### src/rtl/regfile_pkg.sv
// Shared defaults and types for the register file with issue scoreboard.
package regfile_pkg;

  localparam int unsigned DEF_DATA_W = 16;
  localparam int unsigned DEF_ADDR_W = 4;
  localparam int unsigned R0_IDX     = 0;

  typedef logic [DEF_DATA_W-1:0] data_t;
  typedef logic [DEF_ADDR_W-1:0] addr_t;

endpackage

### src/rtl/rf_busy_table.sv
// Per-register busy bits: reservation grant, write-back clearing and busy population count.
module rf_busy_table
  import regfile_pkg::*;
#(
  parameter int unsigned ADDR_W = DEF_ADDR_W
) (
  input  logic              clk_i,
  input  logic              rst_i,
  input  logic              wr_en_i,
  input  logic [ADDR_W-1:0] wr_addr_i,
  input  logic              rsv_en_i,
  input  logic [ADDR_W-1:0] rsv_addr_i,
  input  logic [ADDR_W-1:0] rd_a_addr_i,
  input  logic [ADDR_W-1:0] rd_b_addr_i,
  output logic              rsv_ok_o,
  output logic              rd_a_busy_o,
  output logic              rd_b_busy_o,
  output logic [ADDR_W:0]   busy_count_o
);

  localparam int unsigned       NUM_REGS = 2 ** ADDR_W;
  localparam logic [ADDR_W-1:0] R0       = ADDR_W'(R0_IDX);

  logic [NUM_REGS-1:0] busy_q, busy_d;
  logic [ADDR_W:0]     count_q, count_d;

  always_comb begin
    rsv_ok_o = !rst_i && rsv_en_i &&
               ((rsv_addr_i == R0) || !busy_q[rsv_addr_i] ||
                (wr_en_i && (wr_addr_i == rsv_addr_i)));

    busy_d = busy_q;
    if (wr_en_i && (wr_addr_i != R0)) begin
      busy_d[wr_addr_i] = 1'b0;
    end
    // Applied after the write-back clear so a new producer wins over a retiring one.
    if (rsv_ok_o && (rsv_addr_i != R0)) begin
      busy_d[rsv_addr_i] = 1'b1;
    end
    busy_d[R0_IDX] = 1'b0;

    count_d = '0;
    for (int unsigned i = 0; i < NUM_REGS; i++) begin
      count_d = count_d + (ADDR_W + 1)'(busy_d[i]);
    end
  end

  always_ff @(posedge clk_i or posedge rst_i) begin
    if (rst_i) begin
      busy_q  <= '0;
      count_q <= '0;
    end else begin
      busy_q  <= busy_d;
      count_q <= count_d;
    end
  end

  assign rd_a_busy_o  = busy_q[rd_a_addr_i];
  assign rd_b_busy_o  = busy_q[rd_b_addr_i];
  assign busy_count_o = count_q;

endmodule

### src/rtl/regfile_scoreboard.sv
// Two-read, one-write register file with registered reads, write-first bypass and a
// destination-reservation scoreboard for in-order issue.
module regfile_scoreboard
  import regfile_pkg::*;
#(
  parameter int unsigned DATA_W    = DEF_DATA_W,
  parameter int unsigned ADDR_W    = DEF_ADDR_W,
  parameter int unsigned INIT_RAMP = 1
) (
  input  logic              clk,
  input  logic              rst,
  input  logic              rd_en,
  input  logic [ADDR_W-1:0] rd_a_addr,
  input  logic [ADDR_W-1:0] rd_b_addr,
  output logic [DATA_W-1:0] rd_a_data,
  output logic [DATA_W-1:0] rd_b_data,
  output logic              rd_a_busy,
  output logic              rd_b_busy,
  input  logic              wr_en,
  input  logic [ADDR_W-1:0] wr_addr,
  input  logic [DATA_W-1:0] wr_data,
  input  logic              rsv_en,
  input  logic [ADDR_W-1:0] rsv_addr,
  output logic              rsv_ok,
  output logic [ADDR_W:0]   busy_count
);

  localparam int unsigned       NUM_REGS = 2 ** ADDR_W;
  localparam logic [ADDR_W-1:0] R0       = ADDR_W'(R0_IDX);

  logic [DATA_W-1:0] regs_q [NUM_REGS];
  logic [DATA_W-1:0] regs_d [NUM_REGS];
  logic [DATA_W-1:0] rd_a_data_q, rd_a_data_d, rd_b_data_q, rd_b_data_d;
  logic              rd_a_busy_q, rd_a_busy_d, rd_b_busy_q, rd_b_busy_d;
  logic              tbl_a_busy, tbl_b_busy;

  function automatic logic [DATA_W-1:0] reset_val(int unsigned idx);
    if (INIT_RAMP != 0) begin
      return DATA_W'(2 * idx);
    end
    return '0;
  endfunction

  rf_busy_table #(
    .ADDR_W(ADDR_W)
  ) u_busy_table (
    .clk_i        (clk),
    .rst_i        (rst),
    .wr_en_i      (wr_en),
    .wr_addr_i    (wr_addr),
    .rsv_en_i     (rsv_en),
    .rsv_addr_i   (rsv_addr),
    .rd_a_addr_i  (rd_a_addr),
    .rd_b_addr_i  (rd_b_addr),
    .rsv_ok_o     (rsv_ok),
    .rd_a_busy_o  (tbl_a_busy),
    .rd_b_busy_o  (tbl_b_busy),
    .busy_count_o (busy_count)
  );

  always_comb begin
    regs_d = regs_q;
    if (wr_en && (wr_addr != R0)) begin
      regs_d[wr_addr] = wr_data;
    end
  end

  // Read capture; busy comes from the pre-edge table so a same-cycle reservation is not seen.
  always_comb begin
    rd_a_data_d = rd_a_data_q;
    rd_a_busy_d = rd_a_busy_q;
    rd_b_data_d = rd_b_data_q;
    rd_b_busy_d = rd_b_busy_q;
    if (rd_en) begin
      if (rd_a_addr == R0) begin
        rd_a_data_d = '0;
        rd_a_busy_d = 1'b0;
      end else if (wr_en && (wr_addr == rd_a_addr)) begin
        rd_a_data_d = wr_data;
        rd_a_busy_d = 1'b0;
      end else begin
        rd_a_data_d = regs_q[rd_a_addr];
        rd_a_busy_d = tbl_a_busy;
      end
      if (rd_b_addr == R0) begin
        rd_b_data_d = '0;
        rd_b_busy_d = 1'b0;
      end else if (wr_en && (wr_addr == rd_b_addr)) begin
        rd_b_data_d = wr_data;
        rd_b_busy_d = 1'b0;
      end else begin
        rd_b_data_d = regs_q[rd_b_addr];
        rd_b_busy_d = tbl_b_busy;
      end
    end
  end

  always_ff @(posedge clk or posedge rst) begin
    if (rst) begin
      for (int unsigned i = 0; i < NUM_REGS; i++) begin
        regs_q[i] <= reset_val(i);
      end
      rd_a_data_q <= '0;
      rd_b_data_q <= '0;
      rd_a_busy_q <= 1'b0;
      rd_b_busy_q <= 1'b0;
    end else begin
      regs_q      <= regs_d;
      rd_a_data_q <= rd_a_data_d;
      rd_b_data_q <= rd_b_data_d;
      rd_a_busy_q <= rd_a_busy_d;
      rd_b_busy_q <= rd_b_busy_d;
    end
  end

  assign rd_a_data = rd_a_data_q;
  assign rd_b_data = rd_b_data_q;
  assign rd_a_busy = rd_a_busy_q;
  assign rd_b_busy = rd_b_busy_q;

endmodule

### config.mk
export PLATFORM = sky130hd
export DESIGN_NAME = regfile_scoreboard
export DESIGN_NICKNAME = d
export VERILOG_FILES = /design/src/rtl/regfile_pkg.sv /design/src/rtl/rf_busy_table.sv /design/src/rtl/regfile_scoreboard.sv
export SDC_FILE = /design/constraint.sdc
export NUM_CORES = 1
export LEC_CHECK = 0
export CORE_MARGIN = 2
export CORE_UTILIZATION = 30
export CTS_CLUSTER_DIAMETER = 200
export CTS_CLUSTER_SIZE = 24
export DETAILED_ROUTE_END_ITERATION = 7
export PLACE_DENSITY_LB_ADDON = 0.05
export SLEW_MARGIN = 20
export SYNTH_ARGS = -nofsm -noshare
export SYNTH_HDL_FRONTEND = slang
export SYNTH_SLANG_ARGS = --single-unit
### constraint.sdc
create_clock -name clk -period 13.31 [get_ports clk]
set_clock_uncertainty 0.05 [all_clocks]
set_input_delay 2.662 -clock clk [delete_from_list [all_inputs] [get_ports clk]]
set_output_delay 2.662 -clock clk [all_outputs]
set_load 0.05 [all_outputs]
Word-level counts from Yosys, hierarchy flattened
Cells that the tools add are included.
{ "totals": {"output_inout_bits": 40, "elab_cells": 103, "in_bits": 37, "ff_bits": 310} }
{ "op_classes": {"n_lt_le_gt_ge": 10, "n_eq_ne": 3, "n_mux": 29, "add_sub_neg": 14, "n_reduce_logical": 19, "bitwise_logic": 6} }
{ "op_table": {"columns": ["op", "count"], "rows": [
  ["$bwmux W256", 1],
  ["$mux W16", 11],
  ["$bmux W16 S4", 2],
  ["$add A5 B1 Y5", 13],
  ["$demux W16 S4", 1],
  ["$lt A4 B5 Y1 const B", 4],
  ["$and A16 B16 Y16", 1],
  ["$not A16 Y16", 1],
  ["$or A16 B16 Y16", 1],
  ["$ge A5 B5 Y1 const B", 3],
  ["$not A4 Y5", 3],
  ["$bmux W1 S4", 3],
  ["$eq A4 B4 Y1", 3],
  ["$logic_not A4 Y1", 3],
  ["$logic_and A1 B1 Y1", 10],
  ["$mux W1", 9],
  ["$demux W1 S4", 2],
  ["$ge A4 B1 Y1 const B", 2],
  ["$reduce_bool A4 Y1", 2],
  ["$lt A5 B1 Y1 const B", 1],
  ["$add A1 B1 Y2", 1],
  ["$logic_not A1 Y1", 2],
  ["$logic_or A1 B1 Y1", 2]
]} }

Depth between registers and ports, before layout
Gate-level depths: netlist of the first run.
{ "depth": {"word_depth": 23, "ltp_mapped": 20, "depth_no_buf": 18} }

Cells and area by module
A second synthesis of the first run with hierarchy kept.
{ "hier_totals": {"hier_cells": 1132, "area_unflattened_um2": 16917.5} }
{ "by_module_without_submodules": {"columns": ["module", "area_each_um2", "n_inst", "cells_per_inst"], "rows": [
  ["regfile_scoreboard", 15217.1, 1, 975],
  ["rf_busy_table", 1700.4, 1, 157]
]} }

Least setup slack after synthesis of the first run
Ideal clock, no wire load.
{ "synth_timing": {"path_type": "input-to-reg", "startpoint": "in rst", "endpoint": "reg u_busy_table.count_q[4] (netlist: u_busy_table.busy_count_o[4])", "arrival_ps": 13810, "t_required_ps": 13196, "setup_ps": 64, "slack_ps": -615, "path_stages": 15, "path_buffers": 0, "path_cell_list": "inv_1 -> o2111ai_1 -> o21ai_0 -> ha_1 -> inv_1 -> fa_1 -> fa_1 -> inv_1 -> fa_1 -> fa_1 -> ha_1 -> inv_1 -> fa_1 -> nor2b_1 -> o21a_1"} }
{ "synth_between": {"elab_chain_cells": 19} }
{ "synth_rtl": {"columns": ["element", "line", "text"], "rows": [
  ["start: declaration", "regfile_scoreboard.sv:11", "input logic rst,"],
  ["$logic_not A1 Y1 (no line)", null, null],
  ["$logic_and A1 B1 Y1 (2 in series)", "rf_busy_table.sv:28", "rsv_ok_o = !rst_i && rsv_en_i &&"],
  ["$logic_and A1 B1 Y1", "rf_busy_table.sv:37", "if (rsv_ok_o && (rsv_addr_i != R0)) begin"],
  ["$mux W16", "rf_busy_table.sv:37", null],
  ["net u_busy_table.busy_d[2]", "rf_busy_table.sv:24", "logic [NUM_REGS-1:0] busy_q, busy_d;"],
  ["$add A1 B1 Y2", "rf_busy_table.sv:44", "count_d = count_d + (ADDR_W + 1)'(busy_d[i]);"],
  ["$add A5 B1 Y5 (13 in series)", "rf_busy_table.sv:44", null],
  ["net u_busy_table.count_d[4]", "rf_busy_table.sv:25", "logic [ADDR_W:0] count_q, count_d;"],
  ["end signal: assignment", "rf_busy_table.sv:54", "count_q <= count_d;"],
  ["end: declaration", "rf_busy_table.sv:25", null]
]} }
The timed path passes the listed nets, and every way through them passes these cells.
A chain may end at the register's enable or synchronous reset.

Final worst setup path of the first run
{ "layout_timing": {"startpoint": "in rsv_addr[1]", "endpoint": "out rsv_ok"} }
{ "layout_between": {"elab_chain_cells": 6} }
{ "layout_rtl": {"columns": ["element", "line", "text"], "rows": [
  ["start: declaration", "regfile_scoreboard.sv:23", "input logic [ADDR_W-1:0] rsv_addr,"],
  ["$bmux W1 S4", "rf_busy_table.sv:29", "((rsv_addr_i == R0) || !busy_q[rsv_addr_i] ||"],
  ["$mux W1 (implied by the code)", "rf_busy_table.sv:29", null],
  ["$logic_not A1 Y1", "rf_busy_table.sv:29", null],
  ["$logic_or A1 B1 Y1", "rf_busy_table.sv:29", null],
  ["$logic_or A1 B1 Y1 *", "rf_busy_table.sv:29", null],
  ["$logic_and A1 B1 Y1 *", "rf_busy_table.sv:28", null],
  ["end: declaration", "regfile_scoreboard.sv:24", "output logic rsv_ok,"]
]} }
Every way passes the cells marked *; elsewhere a longest branch is shown, timed or not. The select of a mux whose other input is x is not followed.

==> results of run 1 <==
-- worst paths after layout --
path                                         from                            to  slack, ns  depth (start not counted)
max                                   rsv_addr[1]                        rsv_ok       5.03                          6
min                                   regs_q[254]                   regs_q[254]       0.35                          0
max reg2reg                u_busy_table.busy_q[4]  u_busy_table.busy_count_o[4]       8.21                         16
min reg2reg                           regs_q[254]                   regs_q[254]       0.35                          0
max in group asynchronous                     rst                  rd_a_data[2]       8.87                          4
min in group asynchronous                     rst                   regs_q[121]       2.47                          2
-- worst reg2reg max path, stage by stage, from the launching register on --
cell and delay, ns:
dfrtp_1 0.51, mux2i_1 0.14, mux4_2 0.53, o2111ai_1 0.39, o21ai_0 0.19, ha_1 0.31, inv_1 0.06, fa_1 0.42
fa_1 0.49, inv_1 0.05, fa_1 0.47, fa_1 0.52, ha_1 0.17, inv_1 0.06, fa_1 0.45, nor2b_1 0.13
o21a_1 0.11
-- sequential cells by signal, indices dropped and copies added (netlist names) --
register	flops
rd_a_busy	1
rd_a_data	16
rd_b_busy	1
rd_b_data	16
regs_q	256
u_busy_table.busy_count_o	5
u_busy_table.busy_q	15
-- cell families after synthesis --
kind of cell / share of synthesized area, %
AO/OA/AOI/OAI: 8.56
XOR/XNOR: 0.738
adder cells (fa/ha/maj): 1.54
buffers and inverters: 4.48
flip-flops: 47.0
multiplexers: 35.3
AND/OR/NAND/NOR: 2.42
-- power by group through the flow --
stage                     combinational, mW  clock, mW  sequential (mW)
after floorplan                       0.568          0             1.38
after CTS                             0.865      0.612             1.32
final                                 0.850      0.584             1.32
after global routing                  0.931      0.646             1.35
after detailed placement              0.863          0             1.34
after global placement                0.858          0             1.33
-- cells in the mapped netlist, types with 5 or more instances --
library cell and count:
inv_1 21, nand2_1 9, clkbuf_1 58, a21boi_1 18
nand2b_1 6, dfstp_2 32, xor2_1 6, ha_1 6
a22oi_1 62, a32o_1 7, mux2_1 9, buf_2 38
xnor2_1 8, o21ai_0 7, buf_4 11, mux2_2 231
a221o_1 32, nor2b_1 15, mux2i_1 9, fa_1 9
a21boi_0 14, nor2_2 5, dfrtp_1 278, buf_6 8
mux4_2 134, nor2_1 15
-- stage by stage --
| step | setup slack, ns | total power [mW] | utilization (%) | instances |
|---|---|---|---|---|
| finish | 5.03 | 2.75 | 33.4 | 1815 |
| CTS | 5.03 | 2.80 | 33.4 | 1815 |
| floorplan | 1.52 | 1.95 | - | 1104 |
| global placement | 5.02 | 2.19 | 32.5 | 1787 |
| detailed placement | 4.99 | 2.20 | 32.5 | 1787 |
| global route | 4.89 | 2.93 | 33.4 | 1815 |
-- area by class of cell --
type,instances,share of cell area [%]
Clock buffer,28,2.60
Sequential cell,310,42.5
Timing Repair Buffer,98,5.07
Tap cell,704,4.81
Multi-Input combinational cell,653,44.5
Inverter,22,0.471
-- layer usage --
layer	share of wire [%]	track usage (%)	up-vias
li1	-	-	4267
met1	49	28.2	5538
met2	45	28.3	214
met3	3.7	2.04	55
met4	2.2	4.53	0
met5	0	0	-
==> results.md, run 1 <==
* Grt ovf at 0
* Switch share at 32.2%
* Int Pwr at 1.87 mW
* Clk pin slew, worst setup/hold paths at 0.09 ns
* Worst Path Required at 10.60 ns
* DRC viols at 0
* Pwr Density at 150 mW/mm^2
* WL final at around 52 mm
* Total Die Area at 0.0572 sq mm
* Share of post-route cells with drive strength above 1 at 42.6%
* Max-cap violations at 0
* Setup bufs post-CTS at 0
* Antenna-violating nets left at 0
* Post-Syn Area at 0.0166 sq mm
* Area growth, synth to finish at 10.4%
* Router iterations before antenna repair at 4
* Root buf cell: clkbuf_16
* Core area at 0.0549 sq mm
* Top Ports at just under 80
* Final slew viol count at 0
* Resized cells post-CTS at 0
* Final Hold Vio Count at 0
* Post-DP HPWL at 30.4 mm
* Sequential share of power at 47.9%
* Hold Slack at 0.350 ns
* Worst skew pair latency at 0.55 ns
* CP bufs+invs at 2
* Max_slew headroom at 24.8%
* Count of different cell masters after synthesis at 57
* RSZ-0062 raised after global routing: no
* Combinational Power Share at 30.9%
* Yosys top cell area share at 41.9%
* Clock Path Buffers at 3
* Drt first-iter violations at 629
* VDD IR max at approximately 0.00013 V
* Most frequent cells in the layout: 278 x dfrtp_1, 231 x mux2_2, 134 x mux4_2
* Die width at 239 um
* Switching power of the nets at 0.887 mW
* Initial antenna violation count at 0
* TritonCTS buffer count at 16
* Vias at 10074
* Area leader, netlist: dfrtp_1
* Minimum clock period at just over 8 ns
* Post-synth ARST share at 100%
* Cell Chain, Critical Path: clkdlybuf4s50_1, mux2i_1, mux4_2, a32o_1, a21o_1, clkdlybuf4s50_1
* Port buffer count at 76
* Rows at 86
* TritonCTS clock tree: done
* CP max stage delay at 1.01 ns
* Hold crit path type: reg -> reg
* Register area share after synthesis at 47.0%
* Footprint of the multi-input gates at 0.00816 sq mm
* Ys flop type: dfrtp_1
* Lkg Pwr at 7.23 nW
* Die Y at 239 um
* Design area at 0.0183 sq mm
* Crit-path leading delay family: buffers and inverters
* Register Area at between 0.007 and 0.008 sq mm
* CP Capture Type: primary output
* CTS Hold Buffers Added at 0
* Critical path type: in -> out
* Setup TNS at 0 ns
* CP Launch Type: primary input
* CP Max Fanout at 18
* Antenna diode count at 0
* Most common cell after layout, fill and taps aside: dfrtp_1
* Number of global-route vias before repair at 10768
* GRT Util Overall at 18.6%
* Clock group share of total power at roughly a fifth
* Post-DP Area at about 0.018 sq mm
* Slowest CP cell: clkdlybuf4s50_1
* Mapped Cells at around 1100
* Placer Congestion at 0.792
* Top cells by area, synth: dfrtp_1 42%, mux4_2 18%, mux2_2 16%, dfstp_2 5.1%, a22oi_1 2.8%
* Nets at 1153
* Fillcell total at 5320
* Wire length per cell at 28.8 um
* Initial Utilization at roughly 30%
* H-tree levels at 1
* Synth Warn # at 0
* Worst Max-Slew Pin Slew at 1.13 ns
* Achievable Freq at 0.121 GHz
* Run status: complete, no violations
* Synthesized area per cell at 15.0 sq um
* First-pass GRT wire length at 77.3 mm
* Vias per std cell at 5.55
* Flops & latches, synth at 310
* Post-synth EDFFs at 0
* Critical path arrival at 5.57 ns
* Largest net degree at the start of global routing at approximately 150
* Fin crit share at 62.2%
* Synth Net Count at approximately 1200
* CTS Sinks at 310
* Final setup vio count at 0
* Most used cell along the critical path: clkdlybuf4s50_1
Note: power is estimated with default switching activity, not from simulation.
==> inputs of run 2 (changes only) <==
==> constraint.sdc (replaced) <==
create_clock -name clk -period 7.9 [get_ports clk]
set_clock_uncertainty 0.05 [all_clocks]
set_input_delay 1.58 -clock clk [delete_from_list [all_inputs] [get_ports clk]]
set_output_delay 1.58 -clock clk [all_outputs]
set_load 0.05 [all_outputs]
==> results.md, run 2 (synthesized netlist as in run 1, its figures left out) <==
* Vias per std cell at 5.57 (was 5.55)
* Most frequent cells in the layout: 278 x dfrtp_1, 231 x mux2_2, 134 x mux4_2 (unchanged)
* TritonCTS buffer count at 16 (unchanged)
* Run status: complete, no violations (unchanged)
* Port buffer count at 76 (unchanged)
* Number of global-route vias before repair at 10866 (was 10768)
* DRC viols at 0 (unchanged)
* Footprint of the multi-input gates at 0.00817 sq mm (was 0.00816 sq mm)
* Antenna-violating nets left at 0 (unchanged)
* WL final at 52.3 mm (was 52.2 mm)
* Final setup vio count at 0 (unchanged)
* Minimum clock period at between 6 and 7 ns
* Setup bufs post-CTS at 0 (unchanged)
* RSZ-0062 raised after global routing: no (unchanged)
* DP Worst Slack at 1.02 ns (was 4.99 ns)
* Share of post-route cells with drive strength above 1 at 43.0% (was 42.6%)
* Critical path arrival at 6.75 ns (was 5.57 ns)
* Initial Utilization at 30.3% (unchanged)
* Wire length per cell at 28.8 um (about the same)
* Crit-path leading delay family: adder cells (was buffers and inverters)
* Worst skew pair latency at 0.54 ns (was 0.55 ns)
* Die width at 239 um (unchanged)
* TritonCTS clock tree: done (unchanged)
* Rows at 86 (unchanged)
* Post-DP HPWL at 30.6 mm (was 30.4 mm)
* Setup ws final at 1.54 ns (was 5.03 ns)
* Clock Path Buffers at 3 (unchanged)
* Hold Slack at 0.355 ns (was 0.350 ns)
* Nets at 1157 (was 1153)
* First-pass GRT wire length at 77.0 mm (was 77.3 mm)
* Fillcell total at 5369 (was 5320)
* Drt first-iter violations at 648 (was 629)
* Top Ports at 77 (unchanged)
* Largest register FFs at 256 (unchanged)
* Slowest CP cell: clkdlybuf4s50_1 (unchanged)
* Core area at 0.0549 sq mm (unchanged)
* Largest net degree at the start of global routing at 142 (was 149)
* Die Y at 239 um (unchanged)
* Fin crit share at 80.5%
* Root buf cell: clkbuf_16 (unchanged)
* CTS Hold Buffers Added at 0 (unchanged)
* Final Hold Vio Count at 0 (unchanged)
* Critical path type: in -> reg (was in -> out)
* Initial antenna violation count at 2 (was 0)
* Worst setup startpoint: rsv_addr[0] (was rsv_addr[1])
* Register Area at 0.00780 sq mm (unchanged)
* Hold crit path type: reg -> reg (unchanged)
* Cell Chain, Critical Path: clkdlybuf4s50_1, mux4_2, o2111ai_1, o21ai_1, ha_1, inv_1, fa_1, fa_1, inv_1, fa_1, fa_1, ha_1, inv_1, fa_2, inv_1 (was clkdlybuf4s50_1, mux2i_1, mux4_2, a32o_1, a21o_1, clkdlybuf4s50_1)
* Max-cap violations at 0 (unchanged)
* Reg2reg start: u_busy_table.busy_q[4] (unchanged)
* CP Launch Type: primary input (unchanged)
* Antenna diode count at 0 (unchanged)
* Vias at 10102 (was 10074)
* Max_slew headroom at 21.3% (was 24.8%)
* Most common cell after layout, fill and taps aside: dfrtp_1 (unchanged)
* CP Max Fanout at 14 (was 18)
* Resized cells post-CTS at 0 (unchanged)
* Grt ovf at 0 (unchanged)
* Achievable Freq at 0.157 GHz
* CP Capture Type: flip-flop (was primary output)
* Worst Path Required at 8.29 ns (was 10.60 ns)
* Placer Congestion at 0.768 (was 0.792)
* H-tree levels at 1 (unchanged)
* CP bufs+invs at 5 (was 2)
* Setup TNS at 0 ns (unchanged)
* Final slew viol count at 0 (unchanged)
* Worst Max-Slew Pin Slew at 1.18 ns (was 1.13 ns)
* Largest Register: regs_q (unchanged)
* Lkg Pwr at 7.24 nW (was 7.23 nW)
* CP max stage delay at 0.82 ns (was 1.01 ns)
* Clk pin slew, worst setup/hold paths at 0.10 ns (was 0.09 ns)
* VDD IR max at 0.000158 V (was 0.000129 V)
* Area growth, synth to finish at 10.5% (was 10.4%)
* CTS Sinks at 310 (unchanged)
* Pwr Density at 252 mW/mm^2 (was 150 mW/mm^2)
* Router iterations before antenna repair at 4 (unchanged)
* Hold Crit Start: regs_q[245] (was regs_q[254])
* GRT Util Overall at 18.6% (about the same)
* Total Die Area at 0.0572 sq mm (unchanged)
* Util after Layout at 33.4% (about the same)
-- run 2: cell types whose count changed in the layout (fill, tap and decap cells not counted), sizes merged --
cell,change
clkbuf,-4
buf,+4
-- run 2: report_power, final --
group | switching, mW | internal, mW
Clock | 0.556 | 0.410
Combinational | 0.677 | 0.766
Sequential | 0.252 | 1.97
-- run 2: metrics by stage --
stage                     power (mW)  cells  instance area (sq um)
after detailed placement        3.72   1791                  17900
after global routing            4.92   1815                  18400
after global placement          3.69   1791                  17900
after floorplan                 3.29   1104                  16600
final                           4.63   1815                  18400
after CTS                       4.71   1815                  18400
-- run 2: layer usage --
layer | GRT usage [%] | vias up | wire length (um)
met5 | 0 | - | 0
met1 | 27.0 | 5604 | 25100
met3 | 1.89 | 41 | 1610
li1 | - | 4274 | -
met4 | 3.98 | 0 | 922
met2 | 30.0 | 183 | 24600
-- run 2: final cells by class --
cell class	instances	share of cell area, %
inverter	22	0.470
timing repair buffer	102	5.22
tap	704	4.80
clock buffer	24	2.52
multi-input combinational	653	44.5
sequential	310	42.5
-- run 2: final timing paths --
kind	end	slack [ns]	cells past startpoint
worst max-delay path	u_busy_table.busy_count_o[1]	1.54	15
worst min-delay path	regs_q[245]	0.36	0
worst max register to register	u_busy_table.busy_count_o[1]	2.87	15
worst min register to register	regs_q[245]	0.36	0
max in group asynchronous	regs_q[171]	3.76	5
min in group asynchronous	u_busy_table.busy_q[5]	1.47	2
-- run 2: worst reg2reg max path, delay by kind of cell, from the launching register on --
kind | cells | cell delay, ns
flip-flops | 1 | 0.50
multiplexers | 2 | 0.67
buffers and inverters | 4 | 0.21
adder cells (fa/ha/maj) | 7 | 2.97
AO/OA/AOI/OAI | 2 | 0.54
==> inputs of run 3 (changes only) <==
==> constraint.sdc (replaced) <==
create_clock -name clk -period 5.25 [get_ports clk]
set_clock_uncertainty 0.05 [all_clocks]
set_input_delay 1.05 -clock clk [delete_from_list [all_inputs] [get_ports clk]]
set_output_delay 1.05 -clock clk [all_outputs]
set_load 0.05 [all_outputs]
==> results.md, run 3 (synthesized netlist as in run 1, its figures left out) <==
* CTS Hold Buffers Added at 0 (unchanged)
* Worst setup startpoint: rsv_addr[1] (was rsv_addr[0])
* Area growth, synth to finish at 13.8% (was 10.5%)
* Die width at 239 um (unchanged)
* Final Hold Vio Count at 0 (unchanged)
* Fin crit share at 96.6%
* Die Y at 239 um (unchanged)
* Final slew viol count at 0 (unchanged)
* RSZ-0062 raised after global routing: no (unchanged)
* Design area at 0.0189 sq mm (was 0.0184 sq mm)
* Root buf cell: clkbuf_16 (unchanged)
* Router iterations before antenna repair at 7 (was 4)
* Pwr Density at 374 mW/mm^2 (was 252 mW/mm^2)
* Wire length per cell at 27.9 um (was 28.8 um)
* VDD IR max at 0.000176 V (was 0.000158 V)
* Antenna-violating nets left at 0 (unchanged)
* Clk pin slew, worst setup/hold paths at 0.10 ns (about the same)
* Vias per std cell at 5.48 (was 5.57)
* CP Launch Type: primary input (unchanged)
* Port buffer count at 76 (unchanged)
* H-tree levels at 1 (unchanged)
* Initial antenna violation count at 0 (was 2)
* Reg2reg start: u_busy_table.busy_q[4] (unchanged)
* Run status: complete, no violations (unchanged)
* Placer Congestion at 0.824 (was 0.768)
* DRC viols at 0 (unchanged)
* Setup TNS at 0 ns (unchanged)
* Initial Utilization at 30.3% (unchanged)
* Nets at 1218 (was 1157)
* Achievable Freq at 0.197 GHz
* Hold Slack at 0.351 ns (was 0.355 ns)
* CP Capture Type: flip-flop (unchanged)
* Hold crit path type: reg -> reg (unchanged)
* Critical path arrival at 5.49 ns (was 6.75 ns)
* Final setup vio count at 0 (unchanged)
* Worst skew pair latency at 0.53 ns (was 0.54 ns)
* Most common cell after layout, fill and taps aside: dfrtp_1 (unchanged)
* Most frequent cells in the layout: 278 x dfrtp_1, 231 x mux2_2, 134 x mux4_2 (unchanged)
* Worst Path Required at 5.66 ns (was 8.29 ns)
* Total Die Area at 0.0572 sq mm (unchanged)
* WL final at 52.4 mm (was 52.3 mm)
* Minimum clock period at 5.07 ns
* Critical path type: in -> reg (unchanged)
* CP Max Fanout at 5 (was 14)
* Clock Path Buffers at 3 (unchanged)
* Max_slew headroom at 31.9% (was 21.3%)
* CTS Sinks at 310 (unchanged)
* Flop-to-flop setup slack at 0.42 ns (was 2.87 ns)
* GRT Util Overall at 18.7% (was 18.6%)
* DP Cell Count at 1843 (was 1791)
* Largest net degree at the start of global routing at 72 (was 142)
* Total power at 7.06 mW (was 4.63 mW)
* Fin cells at 1879 (was 1815)
* Reg-to-Reg End: u_busy_table.busy_count_o[4] (was u_busy_table.busy_count_o[1])
* Largest register FFs at 256 (unchanged)
* First-pass GRT wire length at 77.8 mm (was 77.0 mm)
* Drt first-iter violations at 713 (was 648)
* Largest Register: regs_q (unchanged)
* Rows at 86 (unchanged)
* Lkg Pwr at 7.64 nW (was 7.24 nW)
* Number of global-route vias before repair at 10938 (was 10866)
* Worst R2R Path Depth at 16 (was 15)
* Core area at 0.0549 sq mm (unchanged)
* TritonCTS clock tree: done (unchanged)
* Post-DP HPWL at 32.5 mm (was 30.6 mm)
* Vias at 10289 (was 10102)
* Antenna diode count at 0 (unchanged)
* Grt ovf at 0 (unchanged)
* Worst Max-Slew Pin Slew at 1.02 ns (was 1.18 ns)
* Worst Setup EP: u_busy_table.busy_count_o[4] (was u_busy_table.busy_count_o[1])
* Share of post-route cells with drive strength above 1 at 47.0% (was 43.0%)
* TritonCTS buffer count at 16 (unchanged)
* Top Ports at 77 (unchanged)
* Max-cap violations at 0 (unchanged)
* Post-DP Area at 0.0183 sq mm (was 0.0179 sq mm)
[run 3: worst max-delay path, cell delays in order]
cell and delay (ns):
buf_2 0.10, buf_6 0.13, mux2i_1 0.14, mux4_2 0.54
o2111ai_4 0.24, o21ai_2 0.11, ha_1 0.30, inv_2 0.04
fa_1 0.45, fa_1 0.51, inv_1 0.05, fa_1 0.48
fa_1 0.53, ha_2 0.18, inv_2 0.04, fa_2 0.34
nor2b_1 0.12, o21a_1 0.13
[run 3: area by class of cell]
class	instances	area, sq um
fillers	5327	36000
multi-input cells	653	8170
flip-flops and latches	310	7800
repair buffers	163	1490
well taps	704	881
clock buffers	27	473
inverters	22	86.3
[run 3: power by group]
group	switching (mW)	internal, mW
Sequential	0.378	2.96
Combinational	1.04	1.22
Clock	0.830	0.626
[run 3: timing repair]
item                                    4_1_cts  5_1_grt
setup buffers                                 8        1
endpoints found under the setup margin        4        4
pin swaps                                    16        9
resized for setup                            18       12
[run 3: worst min path at each step]
| stage | cells past startpoint | slack (ns) | start | endpoint |
|---|---|---|---|---|
| after floorplan | 1 | 0.39 | regs_q[240] | regs_q[240] |
| after CTS | 0 | 0.36 | regs_q[252] | regs_q[252] |
| after global routing | 0 | 0.37 | regs_q[248] | regs_q[248] |
| after detailed placement | 0 | 0.33 | regs_q[252] | regs_q[252] |
| after global placement | 0 | 0.33 | regs_q[254] | regs_q[254] |
| final | 0 | 0.35 | regs_q[252] | regs_q[252] |
[run 3: layer usage]
metal | up-vias | track usage (%) | wire [um]
li1 | 4393 | - | -
met1 | 5631 | 27.5 | 25300
met2 | 207 | 29.0 | 23900
met3 | 58 | 2.13 | 1750
met4 | 0 | 5.27 | 1420
met5 | - | 0 | 0
[run 3: stage by stage]
step                setup slack, ns  util [%]
detailed placement           -0.843      33.3
finish                        0.178      34.4
global placement             -0.818      33.3
global route               0.000179      34.4
floorplan                     -4.61         -
CTS                          0.0418      34.4
